File: config.mk
export PLATFORM = sky130hd
export DESIGN_NAME = program_loader
export DESIGN_NICKNAME = d
export VERILOG_FILES = /design/src/rtl/loader_pkg.sv /design/src/rtl/program_loader.sv
export SDC_FILE = /design/constraint.sdc
export NUM_CORES = 1
export LEC_CHECK = 0
export CAP_MARGIN = 20
export CORE_ASPECT_RATIO = 2
export CORE_UTILIZATION = 44
export DETAILED_ROUTE_END_ITERATION = 16
export PLACE_DENSITY = 0.68
export REMOVE_ABC_BUFFERS = 1
export SLEW_MARGIN = 20
export SYNTH_ARGS = -nofsm -noshare
export SYNTH_HDL_FRONTEND = slang
export SYNTH_SLANG_ARGS = --single-unit
export TNS_END_PERCENT = 20
File: constraint.sdc
create_clock -name clk -period 4.6 [get_ports clk]
set_input_delay 0.69 -clock clk [delete_from_list [all_inputs] [get_ports clk]]
set_output_delay 0.69 -clock clk [all_outputs]
set_load 0.1 [all_outputs]
File: src/rtl/loader_pkg.sv
// Shared definitions for the boot-time program loader: FSM states and image geometry.
package loader_pkg;

    typedef enum logic [2:0] {
        S_CNT_HI  = 3'd0,
        S_CNT_LO  = 3'd1,
        S_DATA_HI = 3'd2,
        S_DATA_LO = 3'd3,
        S_WRITE   = 3'd4,
        S_CSUM    = 3'd5,
        S_DONE    = 3'd6,
        S_ERR     = 3'd7
    } state_e;

    localparam int unsigned BYTES_PER_WORD = 2;
    localparam int unsigned DEF_AWIDTH     = 11;
    localparam int unsigned MAX_WORDS      = 2 ** DEF_AWIDTH;

    // States in which the loader is waiting for a stream byte.
    function automatic logic takes_input(state_e s);
        return s inside {S_CNT_HI, S_CNT_LO, S_DATA_HI, S_DATA_LO, S_CSUM};
    endfunction

endpackage

File: src/rtl/program_loader.sv
// Boot loader: parses a big-endian byte-stream image, writes it into program memory,
// verifies the XOR checksum and then releases the cpu via cpu_run.
module program_loader
    import loader_pkg::*;
#(
    parameter int unsigned AWIDTH = 11,
    parameter int unsigned DWIDTH = 16
) (
    input  logic              clk,
    input  logic              rst,
    input  logic              in_valid,
    input  logic [7:0]        in_data,
    output logic              in_ready,
    output logic              mem_wr,
    output logic [AWIDTH-1:0] mem_addr,
    output logic [DWIDTH-1:0] mem_data,
    output logic              cpu_run,
    output logic              error
);

    localparam int unsigned MaxWords = 2 ** AWIDTH;

    state_e            state_q, state_d;
    logic [AWIDTH:0]   count_q;
    logic [7:0]        hi_q;
    logic [7:0]        csum_q;
    logic              xfer;
    logic [15:0]       n_word;

    assign xfer   = in_valid & in_ready;
    assign n_word = {hi_q, in_data};

    always_comb begin
        state_d = state_q;
        unique case (state_q)
            S_CNT_HI:  if (xfer) state_d = S_CNT_LO;
            S_CNT_LO: begin
                if (xfer) begin
                    if (n_word == 16'd0)                state_d = S_CSUM;
                    else if (32'(n_word) > MaxWords)    state_d = S_ERR;
                    else                                state_d = S_DATA_HI;
                end
            end
            S_DATA_HI: if (xfer) state_d = S_DATA_LO;
            S_DATA_LO: if (xfer) state_d = S_WRITE;
            // count_q already holds the words still to come after this one
            S_WRITE:   state_d = (count_q == '0) ? S_CSUM : S_DATA_HI;
            S_CSUM:    if (xfer) state_d = (in_data == csum_q) ? S_DONE : S_ERR;
            S_DONE:    state_d = S_DONE;
            S_ERR:     state_d = S_ERR;
            default:   state_d = S_ERR;
        endcase
    end

    always_ff @(posedge clk or negedge rst) begin
        if (!rst) begin
            state_q  <= S_CNT_HI;
            in_ready <= 1'b0;
            mem_wr   <= 1'b0;
            mem_addr <= '0;
            mem_data <= '0;
            cpu_run  <= 1'b0;
            error    <= 1'b0;
            count_q  <= '0;
            hi_q     <= '0;
            csum_q   <= '0;
        end else begin
            state_q  <= state_d;
            in_ready <= takes_input(state_d);
            mem_wr   <= (state_d == S_WRITE);
            cpu_run  <= (state_d == S_DONE);
            error    <= (state_d == S_ERR);

            if (xfer) begin
                unique case (state_q)
                    S_CNT_HI: hi_q <= in_data;
                    S_CNT_LO: count_q <= n_word[AWIDTH:0];
                    S_DATA_HI: begin
                        hi_q   <= in_data;
                        csum_q <= csum_q ^ in_data;
                    end
                    S_DATA_LO: begin
                        mem_data <= DWIDTH'({hi_q, in_data});
                        csum_q   <= csum_q ^ in_data;
                        count_q  <= count_q - 1'b1;
                    end
                    default: ;
                endcase
            end

            // Wraps to 0 after a full-size image; that value is never written.
            if (state_q == S_WRITE) mem_addr <= mem_addr + 1'b1;
        end
    end

endmodule

-- Yosys cells after proc, flatten, opt, wreduce, memory -nomap -nowiden
Index checks and enable logic that the tools add are counted.
W data, S select, Z words.
- bits in registers: 62
- output and inout port bits: 31
- logic and storage cells: 53
- add/subtract/negate cells: 2
- magnitude comparators: 1
- equality and inequality tests: 15
- mux-type cells: 11
- bitwise logic cells: 2
- reductions and logical operators: 12
- operators with widths (cell ; number):
    $eq A3 B3 Y1 const B ; 8
    $mux W3 ; 8
    $pmux W12 S2 ; 1
    $pmux W3 S8 ; 1
    $gt A16 B12 Y1 const B ; 1
    $logic_not A16 Y1 ; 1
    $eq A3 B2 Y1 const B ; 4
    $logic_not A12 Y1 ; 1
    $sub A12 B1 Y12 const B ; 1
    $add A11 B1 Y11 const B ; 1
    $eq A8 B8 Y1 ; 1
    $reduce_and A2 Y1 ; 4
    $xor A8 B8 Y8 ; 1
    $eq A3 B1 Y1 const B ; 2
    $logic_not A3 Y1 ; 2
    $reduce_bool A5 Y1 ; 1
    $reduce_or A2 Y1 ; 2
    $reduce_bool A2 Y1 ; 1
    $and A1 B1 Y1 ; 1
    $mux W1 ; 1

-- Logic depth before layout (Yosys ltp)
- depth after elaboration: 7
- gate-level depth with buffers: 7

-- Worst setup path after synthesis
OpenSTA, ideal clock, no wires.
- path kind: input port to flip-flop
- start: input in_data[3]
- end: register error
- library setup time: 0.094 ns
- arrival: 2.441 ns
- slack: 2.065 ns
- stages: 5
- cells stage by stage: or4_4 > or4_4 > and2_4 > a221o_1 > a221oi_2
- word-level cells in the longest chain between the ends: 6
- ends and longest elaborated chain (element ; line ; text):
    start, declared ; program_loader.sv:12 ; input logic [7:0] in_data,
    $gt A16 B12 Y1 ; program_loader.sv:40 ; else if (32'(n_word) > MaxWords) state_d = S_ERR;
    $mux W3 ; program_loader.sv:40 ;
    $mux W3 ; program_loader.sv:39 ; if (n_word == 16'd0) state_d = S_CSUM;
    $mux W3 ; program_loader.sv:38 ; if (xfer) begin
    $pmux W3 S8 * ; program_loader.sv:35 ; unique case (state_q)
    $eq A3 B3 Y1 * ; program_loader.sv:72 ; error <= (state_d == S_ERR);
    end signal, assigned ; program_loader.sv:72 ;
    end, declared ; program_loader.sv:18 ; output logic error
Mark *: on every way between the ends. The rest lies on a longest branch, timed or not.
A chain may end at the register's enable or synchronous reset.

-- Final worst setup path
- start: input in_data[5]
- end: register error
Same word-level chain as after synthesis.

==> flow_metrics.tcl <==
set metrics [dict create \
    max_stage_delay_ns 0.58 \
    port-buffer-count 41 \
    syn_inst 272 \
    crit_type "input pin to register" \
    cp-start-kind "input pin" \
    vdd_drop_max_mv 0.247 \
    ys_types 42 \
    dieWidth_um 59.8 \
    clk_latency_ns 0.33 \
    cp_slowest_cell "or4_4" \
    maxCapViolCount 0 \
    synth_edf_count 0 \
    finalNetCount 331 \
    outcome "finished clean" \
    min_path_type "register to register" \
    use_met2_pct 35.5 \
    cts-root-buf "clkbuf_16" \
    grtUsageMet1_pct 24.8 \
    rr_endpoint "mem_addr[9]" \
    cts.clk_slew.worst_paths_ns 0.05 \
    setup_viol 0 \
    period_share_pct 61.2 \
    cts_tree "built" \
    whs_path_depth 1 \
    rows 41 \
    p_leak_nw 1.66 \
    post_cts_buffers 0 \
    hold_end "mem_addr[10]" \
    die_h_um 118 \
    rrSetupSlack_ns 2.30 \
    grt_overflow 0 \
    cts.sinks 62 \
    multiInputGateArea_um2 1340 \
    synth_area_leaders "dfrtp_1 (53%), mux2_2 (9.6%), xnor2_1 (4.5%), xor2_1 (3.3%), nand2_1 (3.1%)" \
    antennaDiodeCount 0 \
    synth.yosys.seq_area_share_pct 52.7 \
    synth_top_area_share_pct 52.7 \
    fin_setup_tns_ns 0 \
    fin_util_pct 59.1 \
    top_usage_layer "met2" \
    fmax_mhz 355 \
    viasPerCell 5.58 \
    ys_warn_count 0 \
    hp-start "mem_addr[10]" \
    start_util_pct 46.2 \
    via_count 2282 \
    grt_usage_pct 21.7 \
    antenna_found_initial 0 \
    cts_hold_buf 0 \
    core_area_um2 6360 \
    die-area_um2 7040 \
    worstPathCellList "clkdlybuf4s50_1 -> or4_4 -> or4_4 -> and2_4 -> a221o_1 -> a221oi_2" \
    synth_top_area_cell "dfrtp_1" \
    dp_hpwl_um 4750 \
    cp_max_fo 6 \
    cts_made_buffers 9 \
    grt_max_degree 63 \
    cpMostUsedCell "or4_4" \
    layout-drive-gt1-share_pct 16.4 \
    endpoint_kind "register" \
    cp.arrival_ns 3.06 \
    min_period_ns 2.82 \
    async_flop_share_pct 100 \
    synth_area_per_cell_um2 10.8 \
    grt_pass1_vias 2216 \
    drtIter0Drc 68 \
    cellPowerDensity_nw_per_um2 334 \
    tightest_slew_ns 0.995 \
    syn_to_final_growth_pct 27.8 \
    h-tree-depth 3 \
    rsz0062_at_grt "false" \
    place.gp.congestion 0.982 \
    relSlewSlack_pct 33.5 \
    routedWlPerCell_um 16.6 \
    num_io_pins 42 \
    worstReg2RegStart "state_q[2]" \
    use_met3_pct 5.71 \
    regArea_um2 1550 \
    finalHoldViolations 0 \
    drcViolationCount 0 \
    drv_slew 0 \
    cp_data_required_time_ns 4.84 \
    grt_pass1_wl_um 11000 \
    ys.flop_type "dfrtp_1" \
    wl_um 6780 \
    syn_area_um2 2940 \
    firstDrtPassIters 4 \
    cts_buffer_depth 2 \
    ys_seq_elements 62 \
    clock_skew_ns 0.00691 \
    ant_nets 0 \
    cts-resized-gates 0 \
    reg2reg_depth 5 \
    num-fill-cells 575 \
]
==> registers in the layout, indices dropped and copies added, names as in the netlist <==
| register | count |
|---|---|
| count_q | 12 |
| cpu_run | 1 |
| csum_q | 8 |
| error | 1 |
| hi_q | 8 |
| in_ready | 1 |
| mem_addr | 11 |
| mem_data | 16 |
| mem_wr | 1 |
| state_q | 3 |
==> metal layers <==
layer  part of all wire (%)  vias to the layer above
met2                     53                       64
met5                      0                        -
li1                       -                     1078
met3                    3.7                       12
met4                    3.7                        0
met1                     40                     1128
==> power breakdown <==
part	internal [mW]	leakage [nW]	total [mW]	switching, mW
Clock	0.448	0.146	0.679	0.231
Sequential	0.546	0.835	0.546	0
Combinational	0.0113	0.674	0.0323	0.0210
==> synth_stat cells (all sizes together) (2+ instances only) <==
cell / count
a21oi: 15
a22oi: 4
a311oi: 2
and2: 2
clkbuf: 10
dfrtp: 62
ha: 2
inv: 5
mux2: 25
nand2: 24
nand2b: 2
nand3: 6
nand4: 6
nor2: 19
nor3: 13
nor4: 3
o21ai: 16
o22ai: 2
o2bb2ai: 2
o31ai: 2
o32ai: 2
or3: 4
or4: 3
xnor2: 15
xor2: 11
==> area by class of cell <==
class / instances / share of cell area (%)
sequential: 62 / 41.3
multi-input combinational: 195 / 35.7
timing repair buffer: 45 / 11.6
clock buffer: 13 / 6.92
tap: 86 / 2.86
clock inverter: 3 / 1.13
inverter: 5 / 0.499
==> worst max-delay path: cells and delay by family <==
family | cells | cell delay (ns)
AND/OR/NAND/NOR | 3 | 1.28
buffers and inverters | 1 | 0.52
AO/OA/AOI/OAI | 2 | 0.56
==> layout by cell type (no fill, tap or decap), types with 3 or more instances in the layout <==
master,Yosys,routed
or3_1,4,4
xor2_1,11,11
clkdlybuf4s50_1,0,40
dfrtp_1,62,62
nand3_1,6,6
nand2_1,24,24
xnor2_1,15,15
nor4_1,3,3
inv_1,5,5
a21oi_1,15,15
nor3_1,13,11
nand4_1,6,6
buf_4,0,4
clkbuf_16,0,9
a22oi_1,4,4
o21ai_0,16,16
mux2_2,25,25
nor2_1,19,19
==> stage by stage <==
stage	power, mW	cells	hold slack (ns)	instance area [um^2]	setup WS (ns)
6_report	1.26	409	0.467	3760	1.78
5_1_grt	1.30	409	0.482	3760	1.65
4_1_cts	1.27	409	0.467	3760	1.79
3_5_place_dp	0.588	393	0.456	3460	1.42
3_3_place_gp	0.588	393	0.456	3450	1.45
2_1_floorplan	0.561	262	0.394	2900	1.95
==> worst max-delay path by stage <==
stage / from / slack [ns] / cells past startpoint / endpoint
after floorplan: in_ready / 1.95 / 5 / count_q[8]
after global placement: in_data[3] / 1.45 / 6 / error
after detailed placement: in_data[3] / 1.42 / 6 / error
after CTS: in_data[3] / 1.79 / 6 / error
after global routing: in_data[0] / 1.65 / 6 / cpu_run
final: in_data[5] / 1.78 / 6 / error
==> cell families (layout without fill, tap and decap cells) <==
kind of cell    after synthesis  count (layout)  share of synthesized area [%]
simple gates                 87              87                           14.7
mux                          26              26                           9.91
buf+inv                      15              66                           1.91
fa+ha+maj                     2               2                          0.851
xor+xnor                     26              26                           7.74
compound gates               54              54                           12.2
flops                        62              62                           52.7
No activity file was read; power rests on OpenSTA's default activity.
